## src/rtl/sprite_renderer.sv

```systemverilog
// Two-stage sprite pixel source: double-buffered object bank, hit test, priority select.
// Optional SPRITE_CIRCLE_EN draws each object as the circle inscribed in its square.
module sprite_renderer #(
  parameter int          NUM_OBJ  = 4,
  parameter int          OBJ_SIZE = 32,
  parameter logic [11:0] BG_COLOR = 12'h000,
  parameter int          H_ACTIVE = 1600,
  parameter int          V_ACTIVE = 1200
) (
  input  logic        clock_162,
  input  logic        rst,
  input  logic [11:0] pix_col,
  input  logic [10:0] pix_row,
  input  logic        pix_valid,
  input  logic        frame_start,
  input  logic        upd_valid,
  output logic        upd_ready,
  input  logic [3:0]  upd_idx,
  input  logic        upd_en,
  input  logic [11:0] upd_x,
  input  logic [10:0] upd_y,
  input  logic [11:0] upd_color,
  output logic [3:0]  red,
  output logic [3:0]  green,
  output logic [3:0]  blue,
  output logic        out_valid,
  output logic [15:0] frame_count,
  output logic        upd_err
);

  logic        pend_en [NUM_OBJ];
  logic [11:0] pend_x  [NUM_OBJ];
  logic [10:0] pend_y  [NUM_OBJ];
  logic [11:0] pend_c  [NUM_OBJ];
  logic        act_en  [NUM_OBJ];
  logic [11:0] act_x   [NUM_OBJ];
  logic [10:0] act_y   [NUM_OBJ];
  logic [11:0] act_c   [NUM_OBJ];

  logic               run;
  logic               xfer;
  logic               bad_idx;
  logic               in_area;
  logic [NUM_OBJ-1:0] hit_c;
  logic [NUM_OBJ-1:0] hit1;
  logic [11:0]        eff_c [NUM_OBJ];
  logic [11:0]        col1  [NUM_OBJ];
  logic               v1;
  logic [11:0]        sel;

  assign upd_ready = run & ~frame_start & ~rst;
  assign xfer      = upd_valid & upd_ready;
  assign bad_idx   = {1'b0, upd_idx} >= 5'(NUM_OBJ);
  assign in_area   = (pix_col < 12'(H_ACTIVE)) & (pix_row < 11'(V_ACTIVE));

  always_ff @(posedge clock_162) begin
    if (rst) begin
      run         <= 1'b0;
      frame_count <= 16'd0;
      upd_err     <= 1'b0;
      for (int i = 0; i < NUM_OBJ; i++) begin
        pend_en[i] <= 1'b0;
        pend_x[i]  <= 12'd0;
        pend_y[i]  <= 11'd0;
        pend_c[i]  <= 12'd0;
        act_en[i]  <= 1'b0;
        act_x[i]   <= 12'd0;
        act_y[i]   <= 11'd0;
        act_c[i]   <= 12'd0;
      end
    end else begin
      run <= 1'b1;
      if (xfer && bad_idx) upd_err <= 1'b1;
      if (frame_start) frame_count <= frame_count + 16'd1;
      for (int i = 0; i < NUM_OBJ; i++) begin
        if (xfer && upd_idx == 4'(i)) begin
          pend_en[i] <= upd_en;
          pend_x[i]  <= upd_x;
          pend_y[i]  <= upd_y;
          pend_c[i]  <= upd_color;
        end
        if (frame_start) begin
          act_en[i] <= pend_en[i];
          act_x[i]  <= pend_x[i];
          act_y[i]  <= pend_y[i];
          act_c[i]  <= pend_c[i];
        end
      end
    end
  end

  // A commit edge must already show the new scene, so bypass to pending.
  for (genvar g = 0; g < NUM_OBJ; g++) begin : g_obj
    logic        ee;
    logic [11:0] ex;
    logic [10:0] ey;
    logic [12:0] x_end;
    logic [11:0] y_end;
    logic        in_sq;
    assign ee       = frame_start ? pend_en[g] : act_en[g];
    assign ex       = frame_start ? pend_x[g]  : act_x[g];
    assign ey       = frame_start ? pend_y[g]  : act_y[g];
    assign eff_c[g] = frame_start ? pend_c[g]  : act_c[g];
    assign x_end    = {1'b0, ex} + 13'(OBJ_SIZE - 1);
    assign y_end    = {1'b0, ey} + 12'(OBJ_SIZE - 1);
    assign in_sq    = ee & in_area
                    & ({1'b0, pix_col} >= {1'b0, ex})
                    & ({1'b0, pix_col} <= x_end)
                    & ({1'b0, pix_row} >= {1'b0, ey})
                    & ({1'b0, pix_row} <= y_end);
`ifdef SPRITE_CIRCLE_EN
    localparam logic signed [27:0] RS = 28'(OBJ_SIZE / 2);
    logic signed [27:0] dx;
    logic signed [27:0] dy;
    logic signed [27:0] d2;
    assign dx       = $signed({16'd0, pix_col}) - $signed({16'd0, ex}) - RS;
    assign dy       = $signed({17'd0, pix_row}) - $signed({17'd0, ey}) - RS;
    assign d2       = dx * dx + dy * dy;
    assign hit_c[g] = in_sq & (d2 <= RS * RS);
`else
    assign hit_c[g] = in_sq;
`endif
  end

  always_comb begin
    sel = BG_COLOR;
    for (int i = NUM_OBJ - 1; i >= 0; i--)
      if (hit1[i]) sel = col1[i];
  end

  always_ff @(posedge clock_162) begin
    if (rst) begin
      v1                 <= 1'b0;
      hit1               <= '0;
      out_valid          <= 1'b0;
      {red, green, blue} <= 12'h000;
      for (int i = 0; i < NUM_OBJ; i++) col1[i] <= 12'd0;
    end else begin
      v1                 <= pix_valid;
      hit1               <= hit_c;
      out_valid          <= v1;
      {red, green, blue} <= v1 ? sel : 12'h000;
      for (int i = 0; i < NUM_OBJ; i++) col1[i] <= eff_c[i];
    end
  end

endmodule

```

## config.mk

```make
export PLATFORM = sky130hd
export DESIGN_NAME = sprite_renderer
export DESIGN_NICKNAME = d
export VERILOG_FILES = /design/src/rtl/sprite_renderer.sv
export SDC_FILE = /design/constraint.sdc
export NUM_CORES = 1
export LEC_CHECK = 0
export BUFFER_PORTS_ARGS = -buffer_cell sky130_fd_sc_hd__clkbuf_2
export CAP_MARGIN = 10
export CORE_UTILIZATION = 53
export DETAILED_ROUTE_END_ITERATION = 8
export PLACE_DENSITY = 0.67
export SYNTH_ARGS = -nofsm -noshare
export SYNTH_HDL_FRONTEND = slang
export SYNTH_SLANG_ARGS = --single-unit
```

## constraint.sdc

```tcl
create_clock -name clock_162 -period 5.6 [get_ports clock_162]
set_clock_uncertainty 0.2 [all_clocks]
set_input_delay 1.12 -clock clock_162 [delete_from_list [all_inputs] [get_ports clock_162]]
set_output_delay 1.12 -clock clock_162 [all_outputs]
set_load 0.03 [all_outputs]
```

## Word level (Yosys, flattened, before mapping)

Memory sizes are Yosys's and may differ from the RTL's.
Index checks and enable logic that the tools add are counted.

| word-level totals | value |
|---|---|
| bits in registers | 36 |
| bits in writable memories | 336 |
| input port bits | 68 |
| output and inout port bits | 31 |
| word-level logic and storage cells | 193 |
| memories | 9 |

Memory list:

| name | depth | width | read ports | clocked after Yosys merged registers in | wr ports | RTL line | text |
|---|---|---|---|---|---|---|---|
| act_c | 4 | 12 | 4 | 0 | 4 | 38 | `logic [11:0] act_c [NUM_OBJ];` |
| act_x | 4 | 12 | 4 | 0 | 4 | 36 | `logic [11:0] act_x [NUM_OBJ];` |
| col1 | 4 | 12 | 4 | 0 | 4 | 47 | `logic [11:0] col1 [NUM_OBJ];` |
| pend_c | 4 | 12 | 4 | 0 | 4 | 34 | `logic [11:0] pend_c [NUM_OBJ];` |
| pend_x | 4 | 12 | 4 | 0 | 4 | 32 | `logic [11:0] pend_x [NUM_OBJ];` |
| act_y | 4 | 11 | 4 | 0 | 4 | 37 | `logic [10:0] act_y [NUM_OBJ];` |
| +3 memories | n/a | n/a | n/a | n/a | n/a | n/a |  |

| cells by class | value |
|---|---|
| add/sub/neg operators | 9 |
| magnitude comparators | 19 |
| equality and inequality tests | 3 |
| mux-type cells | 74 |
| bitwise operators | 63 |
| reductions and logical operators | 7 |

Operators by type and width:

| kind | count |
|---|---|
| 2-to-1 mux 12 bit | 32 |
| 2-to-1 mux 11 bit | 12 |
| adder 12 x 5 -> 13 bit (second input constant) | 4 |
| <= comparator 12 x 13 -> 1 bit | 4 |
| adder 11 x 5 -> 12 bit (second input constant) | 4 |
| greater-or-equal comparator 12 bit | 4 |
| <= comparator 11 x 12 -> 1 bit | 4 |
| greater-or-equal comparator 11 bit | 4 |
| bitwise OR 1 bit | 36 |
| 2-to-1 mux 1 bit | 30 |
| bitwise AND 1 bit | 24 |
| adder 16 x 1 -> 16 bit (second input constant) | 1 |
| < comparator 12 x 11 -> 1 bit (second input constant) | 1 |
| < comparator 11 bit (second input constant) | 1 |
| equality test 4 x 2 -> 1 bit (second input constant) | 2 |
| logical AND 1 bit | 5 |
| equality test 4 x 1 -> 1 bit (second input constant) | 1 |
| greater-or-equal comparator 4 x 3 -> 1 bit (second input constant) | 1 |
| zero test 4 bit | 1 |
| inverter 1 bit | 3 |
| OR reduction 2 bit | 1 |

## Longest topological paths before layout

Gate-level depths: netlist (run 1).

| depth | value |
|---|---|
| depth in word-level cells | 9 |
| depth in mapped cells | 20 |
| depth with buffers taken out | 13 |

## Worst setup path before layout (run 1)

OpenSTA, ideal clock, no wires.

| path | value |
|---|---|
| kind | input-to-reg |
| start | input port frame_start |
| end | memory act_c[0][0], enable pin |
| setup time | 0.496 ns |
| arrival | 4.509 ns |
| data required time | 4.904 ns |
| path slack | 0.395 ns |
| stages | 5 |
| buffers on the path | 3 |
| path through | buf_6 -> nor2_2 -> clkbuf_1 -> clkbuf_1 -> inv_1 |

RTL lines:

| item | RTL line | text |
|---|---|---|
| start: declaration | 15 | `input logic frame_start,` |
| end: declaration | 38 |  |

## Worst setup path in the final report (run 1)

| path | value |
|---|---|
| start | input port frame_start |
| end | register hit1[0] |

| on the way | value |
|---|---|
| word-level cells in the longest chain between the ends | 6 |
| elaborated cells on any way between the ends | 14 |
| classes of those cells | 2 x add/sub; 4 x order compare; 3 x mux; 5 x bitwise |

Ends and longest elaborated chain:

| item | RTL line | text |
|---|---|---|
| 2-to-1 mux 12 bit or 2-to-1 mux 1 bit (tied branches) | 101, 100 |  |
| adder 12 x 5 -> 13 bit, or another cell as far along | 104 | `assign x_end = {1'b0, ex} + 13'(OBJ_SIZE - 1);` |
| <= comparator 12 x 13 -> 1 bit or bitwise AND 1 bit (tied branches) | 108, 107 |  |
| bitwise AND 1 bit | 108 | `& ({1'b0, pix_col} <= x_end)` |
| bitwise AND 1 bit | 109 | `& ({1'b0, pix_row} >= {1'b0, ey})` |
| bitwise AND 1 bit * | 110 | `& ({1'b0, pix_row} <= y_end);` |
| end signal: assignment | 140 | `hit1 <= hit_c;` |
| end: declaration | 45 | `logic [NUM_OBJ-1:0] hit1;` |

Every way passes the cells marked *; elsewhere a longest branch is shown, timed or not.
A chain may end at the register's enable or synchronous reset.

==> summary.md, run 1 <==
| Metric | Value |
|---|---|
| Arrival time worst endpoint | 4530 ps |
| Post-Syn Area | 20400 µm² |
| Pre-CTS setup slack | 805.4 ps |
| Total CTS buffers | 41 |
| Final TNS setup | 0 ps |
| Die area | 39280 µm² |
| Initial antenna violation count | 3 |
| 1st-iter DRT viols | 712 |
| First-pass GRT wire length | 74000 µm |
| Via total after detailed routing | 13620 |
| Max IR drop VDD | 0.2346 mV |
| Hold Path Class | register to register |
| DP HPWL | 32730 µm |
| FF+latch count, synth | 372 |
| Library cells used by synthesis | 69 |
| Largest area contributor in the netlist | edfxtp_1 |
| CTS tree | built |
| Transition time of the tightest slew-check pin | 1215 ps |
| Final worst setup slack | 1326 ps |
| # nets final | 2107 |
| Row cnt | 71 |
| Slew Viols, Final | 0 |
| Setup violators final | 0 |
| Max Fclk | 234.0 MHz |
| Critical Path End Type | register |
| Top cells by area, synth | edfxtp_1 (42%), ha_1 (12%), and2_1 (8.9%) |
| Family with the most delay on the worst path | simple AND/OR/NAND/NOR gates |
| DRC viols | 0 |
| Worst Hold Path EP | col1[2][9] |
| Post-synth EDFFs | 288 |
| Xor-xnor portion of the synthesized cell area | 3.521% |
| Cell Area, Placed | 21460 µm² |
| P_leak | 9.673 nW |
| CTS root buf | clkbuf_16 |
| Hold slack final | 237.5 ps |
| Yosys top cell area share | 42.40% |
| CTS Buffer Depth | 3 |
| DR WL/cell | 19.95 µm |
| Worst Hold Depth | 1 |
| Tcrit/Tclk final | 76.33% |
| Gpl congestion | 0.8639 |
| Clock slew at reported path FFs | 60 ps |
| Reg2Reg Launch Point | pend_y[0][23] |
| Most used cell, CP | buf_4 |
| Fillers | 3013 |
| Number of global-route vias before repair | 13360 |
| Most used DFF post-synth | edfxtp_1 |
| H-Tree Depth | 2 |
| Initial DRT Pass Iterations | 5 |
| Worst reg-to-reg path cell count | 13 |
| Maxcap violations | 0 |
| Simple-gate portion of the synthesized area | 17.94% |
| Final Hold Fails | 0 |
| R2r setup slk | 2150 ps |
| Largest net degree at the start of global routing | 76 |
| Clock Latency Late Sink | 550 ps |
| Crit path max-delay cell type | buf_4 |
| Status | finished, final reports clean |
| Core area | 37760 µm² |
| Cts repair resizes | 0 |
| IO Pins | 99 |
| Setup crit start kind | primary input |
| Post-Route WL | 47700 µm |
| GRT Total Usage | 24.83% |
| Port buffer count | 98 |
| Share of layout cells above drive strength 1 | 11.23% |
| WS Path Type | primary input to register |
| Post-CTS Repair Setup Buffers | 0 |
| Die Span Y | 198.2 µm |
| RSZ-0062 raised after global routing | no |
| Cts hold-fix bufs | 0 |
| Horiz. Die Dim | 198.2 µm |
| CP cell instances | buf_6 -> buf_4 -> buf_4 -> mux2i_1 -> o21ai_0 -> nand3b_1 -> and3_1 -> or2_2 -> ha_1 -> nand4_1 -> nor4_1 -> a21oi_1 -> a311oi_1 |
| Fraction of registers with async set/reset | 0% |
| ANT nets after route | 0 |
| Post-synthesis mux area share | 3.907% |
| Initial Utilization | 54.03% |
| Slew Limit Headroom | 18.85% |
| Syn-to-layout area delta | 12.09% |
| Util after Layout | 60.56% |
| Crit path buf inv count | 3 |
| Reg-to-reg endpoint | hit1[2] |
| Synth Instances | 1746 |
| Synth Area in Compound Gates | 10.00% |
| WP data required | 5850 ps |
| Seq/Total Area, Yosys | 50.64% |
| Gr ovfl total | 0 |
| Warnings, synthesis | 0 |
| Final Cell Area | 22860 µm² |
| Crit-path max FO | 35 |
| Clock Sinks | 372 |
| Final min period | 4274 ps |
| Vias per inst | 5.696 |
| CP max stage delay | 400 ps |
| Largest family of logic cells by synthesized area | simple AND/OR/NAND/NOR gates |
| Post-Synth Adder-Cell Area | 11.84% |
| Post-Syn Area per Cell | 11.68 µm² |
| Pwr per Cell Area | 290.3 nW/µm² |
| Syn Nets | 2007 |
| Min-Delay Startpoint | act_c[2][9] |
[cell usage in the layout, fill, tap and decap left out, types with 16 or more instances in the layout]
cell type	netlist	layout
a21o_1	64	64
a21oi_1	85	85
and2_1	289	289
buf_4	7	17
clkbuf_16	0	45
clkbuf_2	0	97
dfxtp_1	84	84
edfxtp_1	288	288
ha_1	193	193
inv_1	26	25
mux2i_1	74	74
nand2_1	53	53
nand2b_1	17	17
nand3_1	22	22
nand4_1	21	21
nor2_1	76	75
nor2b_1	44	43
nor3_1	42	42
nor3b_1	16	16
o21ai_0	37	36
xnor2_1	46	46
xor2_1	36	36
[logic make-up after synthesis]
family                     count (synthesis)
adders and majority gates                193
and+or+nand+nor                          634
xor gates and xnor gates                  82
buffers and inverters                     89
AOI/OAI and AO/OA                        297
DFF                                      372
muxes                                     79
[Yosys cell counts (21+ instances only)]
| master | count |
|---|---|
| clkbuf_1 | 43 |
| xor2_1 | 36 |
| nor2_1 | 76 |
| nand4_1 | 21 |
| o21ai_0 | 37 |
| mux2i_1 | 74 |
| a21oi_1 | 85 |
| ha_1 | 193 |
| edfxtp_1 | 288 |
| nand2_1 | 53 |
| xnor2_1 | 46 |
| a21o_1 | 64 |
| dfxtp_1 | 84 |
| inv_1 | 26 |
| nand3_1 | 22 |
| nor2b_1 | 44 |
| and2_1 | 289 |
| nor3_1 | 42 |
[worst register-to-register path: cells and delay by family (launching register included)]
kind	cells	cell delay, ps
compound gates	6	1370
simple gates	3	720
fa+ha+maj	2	470
flops	1	370
mux	1	130
xor+xnor	1	90
[registers in the layout (all words and copies together) (netlist names), 16 cells and up]
register and count:
act_x 48, pend_c 48, act_y 44, pend_y 44, frame_count 16, act_c 48, pend_x 48, col1 48
[cell type report]
class / count / area, µm² / area share (%)
sequential: 372 / 10330 / 45.18
multi-input combinational: 1285 / 9668 / 42.28
clock buffer: 59 / 1249 / 5.461
timing repair buffer: 120 / 724.4 / 3.168
tap: 511 / 639.4 / 2.796
clock inverter: 17 / 148.9 / 0.6512
inverter: 26 / 102.6 / 0.4487
antenna: 1 / 2.502 / 0.01094
[power by group]
part	internal [mW]	switching [mW]
combinational	0.303	0.463
sequential	3.07	0.0460
clock	1.65	1.10
total	5.03	1.61
[layer usage]
metal	GRT usage, %	routed length [µm]	vias to the layer above
li1	-	-	6637
met1	33.46	21980	6616
met2	41.04	22380	284
met3	4.071	2175	78
met4	7.321	1143	4
met5	0	24	-
[stage by stage]
stage	power, mW	instances
6_report	6.637	2391
3_3_place_gp	3.916	2314
4_1_cts	6.683	2390
5_1_grt	6.890	2390
3_5_place_dp	3.939	2314
2_1_floorplan	3.692	1746
[how the worst max path moves through the flow]
stage	start	depth (start not counted)	endpoint	slack, ps
floorplan	frame_start	5	act_c[0][0]	390
finish	frame_start	13	hit1[0]	1330
detailed placement	frame_start	13	hit1[0]	810
global placement	frame_start	13	hit1[0]	940
global route	frame_start	13	hit1[0]	1100
CTS	frame_start	13	hit1[0]	1380
Power figures use the tool's default switching activity.
==> inputs of run 2 (changes only) <==
Settings changed: ABC_AREA set to 1.
Clock period 5.6 ns to 4.2 ns, I/O delays scaled along.
==> run 2 against run 1 <==
  * Cell area rose by 1.2%
  * Sequential power up 33%
  * Count of clock-buffer cells in the layout shrank 8
  * Register-to-register slack worse by 940 ps
  * Final cell count rose by 24%
  * Synthesized area up 1.9%
  * Clock power rose by 23%
  * Critical path depth grew 7
  * Synthesized cell count is 32% higher
  * First-iteration DRC count is 73% higher
  * Core utilization is 0.71 points lower
  * Routed wire length rose by 7.7%
  * Critical path type unchanged
  * Largest cell class unchanged
==> summary.md, run 2 <==
| Metric | Value |
|---|---|
| Clock slew at reported path FFs | 60 ps |
| Hold slack final | 243.2 ps |
| Synth Area in Compound Gates | 9.050% |
| Row cnt | 72 |
| Syn-to-layout area delta | 11.24% |
| Setup violators final | 0 |
| Power consumption | 8.791 mW |
| Worst reg-to-reg path cell count | 17 |
| WS Path Type | primary input to register |
| Total CTS buffers | 39 |
| Pint | 6.509 mW |
| Pwr per Cell Area | 380.1 nW/µm² |
| Status | finished, final reports clean |
| WP data required | 4420 ps |
| H-Tree Depth | 2 |
| Hold Path Class | register to register |
| Sw frac | 25.96% |
| Max IR drop VDD | 0.3521 mV |
| P_leak | 10.32 nW |
| Met1 global-route usage | 35.48% |
| Core area | 38650 µm² |
| Yosys top cell area share | 41.59% |
| Largest area contributor in the netlist | edfxtp_1 |
| 1st-iter DRT viols | 1229 |
| Xor-xnor portion of the synthesized cell area | 2.991% |
| Number of global-route vias before repair | 14860 |
| Initial DRT Pass Iterations | 5 |
| Clock Sinks | 372 |
| Cts hold-fix bufs | 0 |
| Arrival time worst endpoint | 3600 ps |
| CTS root buf | clkbuf_16 |
| Top cells by area, synth | edfxtp_1 (42%), ha_1 (12%), dfxtp_1 (8.1%) |
| DR WL/cell | 17.36 µm |
| Simple-gate portion of the synthesized area | 19.03% |
| Synth Instances | 2309 |
| Post-CTS Repair Setup Buffers | 0 |
| Clock Latency Late Sink | 550 ps |
| Post-Synth Adder-Cell Area | 11.61% |
| Post-Syn Area per Cell | 9.005 µm² |
| Syn Nets | 2570 |
| Slew Limit Headroom | 24.55% |
| Initial Utilization | 53.80% |
| Gr ovfl total | 0 |
| Fraction of registers with async set/reset | 0% |
| GR Util met2 | 45.13% |
| Max Fclk | 295.8 MHz |
| Horiz. Die Dim | 200.1 µm |
| Transition time of the tightest slew-check pin | 1130 ps |
| Final Hold Fails | 0 |
| Flop pwr share | 47.1% |
| Vias per inst | 5.239 |
| Final Cell Area | 23130 µm² |
| Tcrit/Tclk final | 80.49% |
| Slew Viols, Final | 0 |
| Commonest non-fill, non-tap cells in the layout | nand2_1 (407), nor2_1 (399), inv_1 (305), edfxtp_1 (288), ha_1 (193) |
| Die area | 40030 µm² |
| Comb pwr share | 14.4% |
| GRT Total Usage | 26.35% |
| Post-Syn Area | 20790 µm² |
| Initial antenna violation count | 0 |
| Gpl congestion | 0.9140 |
| Crit-path max FO | 58 |
| Count leader, synth | nand2_1 |
| Via total after detailed routing | 15500 |
| Maxcap violations | 0 |
| Pre-CTS setup slack | 304.2 ps |
| Share of layout cells above drive strength 1 | 9.836% |
| Die Span Y | 200.1 µm |
| Post-synth EDFFs | 288 |
| First-pass GRT wire length | 79950 µm |
| ANT nets after route | 0 |
| FF+latch count, synth | 372 |
| Port buffer count | 98 |
| DRC viols | 0 |
| Post-synthesis mux area share | 0% |
| CTS Buffer Depth | 3 |
| Final worst setup slack | 819.4 ps |
| Final TNS setup | 0 ps |
| Post-Route WL | 51360 µm |
| DP HPWL | 35470 µm |
| Final min period | 3381 ps |
| CTS tree | built |
| Switch Pwr | 2.282 mW |
| Critical Path End Type | register |
| Worst Hold Depth | 2 |
| Cts repair resizes | 0 |
| Clk network pwr share | 38.5% |
| IO Pins | 99 |
| Library cells used by synthesis | 46 |
| Synth cell count leaders | nand2_1 (412), nor2_1 (399), inv_1 (306) |
| RSZ-0062 raised after global routing | no |
| Largest family of logic cells by synthesized area | simple AND/OR/NAND/NOR gates |
| Most used DFF post-synth | edfxtp_1 |
| GR peak layer | met2 |
| # nets final | 2671 |
| Ant diodes | 0 |
| GRT met3 Usage | 2.856% |
| Largest net degree at the start of global routing | 63 |
| Setup crit start kind | primary input |
| Seq/Total Area, Yosys | 49.68% |
| Warnings, synthesis | 0 |
| Cell Area, Placed | 21880 µm² |
| Commonest non-fill, non-tap cell in the layout | nand2_1 |
## run 2: changes by cell type in the layout (fill, tap and decap cells not counted), moves of 28 or more
cell / before / now
nand2_1: 53 / 407
a21oi_1: 85 / 127
mux2i_1: 74 / 0
and2_1: 289 / 5
inv_1: 25 / 305
xnor2_1: 46 / 12
o21ai_1: 3 / 47
o21a_1: 6 / 34
nor2_1: 75 / 399
a21o_1: 64 / 3
nor2b_1: 43 / 0
o21ai_0: 36 / 102
## run 2: per-layer routing
| metal | vias up | wire length, µm |
|---|---|---|
| met2 | 342 | 24390 |
| met4 | 0 | 1098 |
| met1 | 7287 | 23840 |
| met3 | 71 | 2030 |
| li1 | 7798 | - |
| met5 | - | 0 |
## run 2: cells by family after synthesis
family,Yosys count
and+or+nand+nor,950
buffers and inverters,384
DFF,372
AOI/OAI and AO/OA,339
adders and majority gates,193
xor gates and xnor gates,71
## run 2: worst paths after layout
check / startpoint / endpoint / slack [ps]
worst max register to register: pend_x[0][13] / hit1[1] / 1210
worst min-delay path: act_c[0][8] / col1[0][8] / 240
worst min register to register: act_c[0][8] / col1[0][8] / 240
worst max-delay path: frame_start / hit1[0] / 820
## run 2: layout make-up
class | instances | area [µm²]
flip-flops and latches | 372 | 10330
well taps | 518 | 648.1
inverters | 316 | 1192
multi-input cells | 1553 | 8892
fillers | 3373 | 15520
clock buffers | 51 | 1062
clock inverters | 20 | 183.9
repair buffers | 128 | 822.0
## run 2: metrics by stage
step                std cells  util [%]
global route             2958     59.85
finish                   2958     59.85
detailed placement       2887     56.63
floorplan                2309         -
CTS                      2958     59.85
global placement         2887     56.63
## run 2: power groups by stage
stage,clock network (mW),registers [mW],logic [mW]
3_5_place_dp,0,4.21,1.26
6_report,3.39,4.14,1.27
2_1_floorplan,0,4.21,0.873
5_1_grt,3.57,4.15,1.44
4_1_cts,3.44,4.14,1.27
3_3_place_gp,0,4.21,1.23
## run 2: worst max-delay path, stage by stage
cell and delay (ps):
buf_6 400, inv_4 200, o21ai_0 290, inv_1 100
ha_1 210, inv_1 90, nor3_2 60, nand2_1 130
nand2_1 90, xor2_1 150, ha_1 300, nand2_1 80
o21ai_0 200, nor2_1 60, nand2_1 60, nand2_1 40
nand2_1 50, nand3_1 90, nand2_1 70, nor2_1 40
==> inputs of run 3 (changes only) <==
Settings changed: PLACE_DENSITY 0.67 to 0.7.
Clock period 4.2 ns to 3 ns, I/O delays scaled along.
==> run 3 against run 2 <==
  * Cell area rose by 7.5%
  * Die area did not move
  * Count of clock-buffer cells in the layout rose by 3
  * Final cell count rose by 6.5%
  * Clock power rose by 46%
  * Combinational power rose by 66%
  * Global-route usage rose by 1.0 points
  * Sequential power rose by 40%
  * Core utilization rose by 4.5 points
  * Critical endpoint is now hit1[3]
  * Largest cell class unchanged
  * Largest power group unchanged
  * Highest routed layer unchanged
==> summary.md, run 3 (synthesis results as in run 2) <==
| Metric | Value |
|---|---|
| Final worst setup slack | 169.7 ps |
| Power consumption | 12.86 mW |
| WS Path Type | register to register |
| CTS root buf | clkbuf_16 |
| Slew Viols, Final | 0 |
| Gr ovfl total | 0 |
| Crit path max-delay cell type | edfxtp_1 |
| DR WL/cell | 16.91 µm |
| Clock slew at reported path FFs | 60 ps |
| ANT nets after route | 0 |
| Vias per inst | 5.221 |
| Final TNS setup | 0 ps |
| Largest net degree at the start of global routing | 111 |
| Cell Area, Placed | 23360 µm² |
| Commonest non-fill, non-tap cell in the layout | nand2_1 |
| CTS Buffer Depth | 3 |
| RSZ-0062 raised after global routing | yes |
| Clock Sinks | 372 |
| R2r setup slk | 170 ps |
| Max IR drop VDD | 0.5394 mV |
| Row cnt | 72 |
| Most used cell, CP | nand2_1 |
| Setup violators final | 0 |
| CP cell instances | inv_1 -> nand2_1 -> o21ai_1 -> ha_2 -> nand2_1 -> nor2_2 -> nor2_2 -> nand2_1 -> xor2_1 -> ha_1 -> nand3_1 -> inv_1 -> nand4_1 -> or3_1 -> nand2_1 -> a21oi_1 -> buf_4 -> nor2_1 |
| Clock Latency Late Sink | 540 ps |
| Gpl congestion | 0.8946 |
| CTS tree | built |
| Critical Path End Type | register |
| Final min period | 2830 ps |
| Initial DRT Pass Iterations | 5 |
| # nets final | 2863 |
| Setup crit start kind | register |
| Final Hold Fails | 0 |
| First-pass GRT wire length | 83890 µm |
| Initial Utilization | 53.80% |
| Pwr per Cell Area | 517.4 nW/µm² |
| Post-Route WL | 53260 µm |
| Pre-CTS setup slack | -582.3 ps |
| CP max stage delay | 360 ps |
| P_leak | 11.32 nW |
| Via total after detailed routing | 16440 |
| Final Non-Filler Cells | 3149 |
| Port buffer count | 98 |
| Placed cells | 3076 |
| Syn-to-layout area delta | 19.54% |
| Number of global-route vias before repair | 16170 |
| Status | finished, final reports clean |
| Tcrit/Tclk final | 94.34% |
| Ant diodes | 0 |
| Slew Limit Headroom | 23.77% |
| DRC viols | 0 |
| H-Tree Depth | 2 |
| Horiz. Die Dim | 200.1 µm |
| Max Fclk | 353.3 MHz |
| Initial antenna violation count | 0 |
| Final Cell Area | 24860 µm² |
| Total CTS buffers | 37 |
| Crit-path max FO | 3 |
| Die area | 40030 µm² |
| Maxcap violations | 0 |
| Worst reg-to-reg path cell count | 18 |
| Commonest non-fill, non-tap cells in the layout | nand2_1 (402), nor2_1 (393), inv_1 (305), edfxtp_1 (288), buf_4 (210) |
| Hold slack final | 42.93 ps |
| 1st-iter DRT viols | 1028 |
| GRT Total Usage | 27.37% |
| Transition time of the tightest slew-check pin | 1142 ps |
| WP data required | 3280 ps |
| Die Span Y | 200.1 µm |
| DP HPWL | 37940 µm |
| Worst Hold Depth | 3 |
| Share of layout cells above drive strength 1 | 17.79% |
| Hold Path Class | primary input to register |
| Core area | 38650 µm² |
| IO Pins | 99 |
| Util after Layout | 64.32% |
| Arrival time worst endpoint | 3110 ps |
[run 3: changes by cell type in the layout (fill, tap and decap cells not counted), moves of 6 or more]
cell      previous run  this run
o21ai_1             47        40
nor2_2               7        13
clkinv_1             9         1
nor2_1             399       393
buf_4               22       210
o21ai_2             14        20
[run 3: timing repair]
item | CTS | global route
endpoints found under the setup margin | 2 | 4
gates resized for setup | 2 | 35
hold buffers | 0 | 0
buffers inserted | 0 | 4
cloned | 0 | 1
endpoints found under the hold margin | 0 | 0
pin swaps | 0 | 9
[run 3: path summary, 6_finish.rpt]
kind / start / endpoint
worst max-delay path: pend_x[0][36] / hit1[3]
worst max register to register: pend_x[0][36] / hit1[3]
worst min-delay path: pix_valid / v1
worst min register to register: act_c[0][7] / col1[0][7]
[run 3: final cells by class]
class | instances | area (µm²)
Timing Repair Buffer | 322 | 2357
Fill cell | 3234 | 13790
Clock inverter | 14 | 251.5
Multi-Input combinational cell | 1553 | 9026
Sequential cell | 372 | 10330
Clock buffer | 54 | 1051
Inverter | 316 | 1192
Tap cell | 518 | 648.1
[run 3: power breakdown]
part / internal (mW) / switching (mW)
registers: 5.73 / 0.0593
clock network: 2.98 / 1.98
logic: 0.867 / 1.24
[run 3: metal layers]
| layer | track usage, % | share of wire [%] | routed length, µm | vias up |
|---|---|---|---|---|
| met2 | 46.81 | 47 | 25150 | 476 |
| li1 | - | - | - | 8183 |
| met1 | 35.78 | 44 | 23540 | 7682 |
| met4 | 8.878 | 3.0 | 1583 | 0 |
| met3 | 3.898 | 5.6 | 2986 | 100 |
| met5 | 0 | 0 | 0 | - |
[run 3: worst max-delay path, delay by kind of cell (launching register included)]
| kind | cells | cell delay [ps] |
|---|---|---|
| DFF | 1 | 360 |
| buffers and inverters | 3 | 320 |
| adders and majority gates | 2 | 540 |
| and+or+nand+nor | 10 | 1110 |
| AOI/OAI and AO/OA | 2 | 170 |
| xor gates and xnor gates | 1 | 70 |
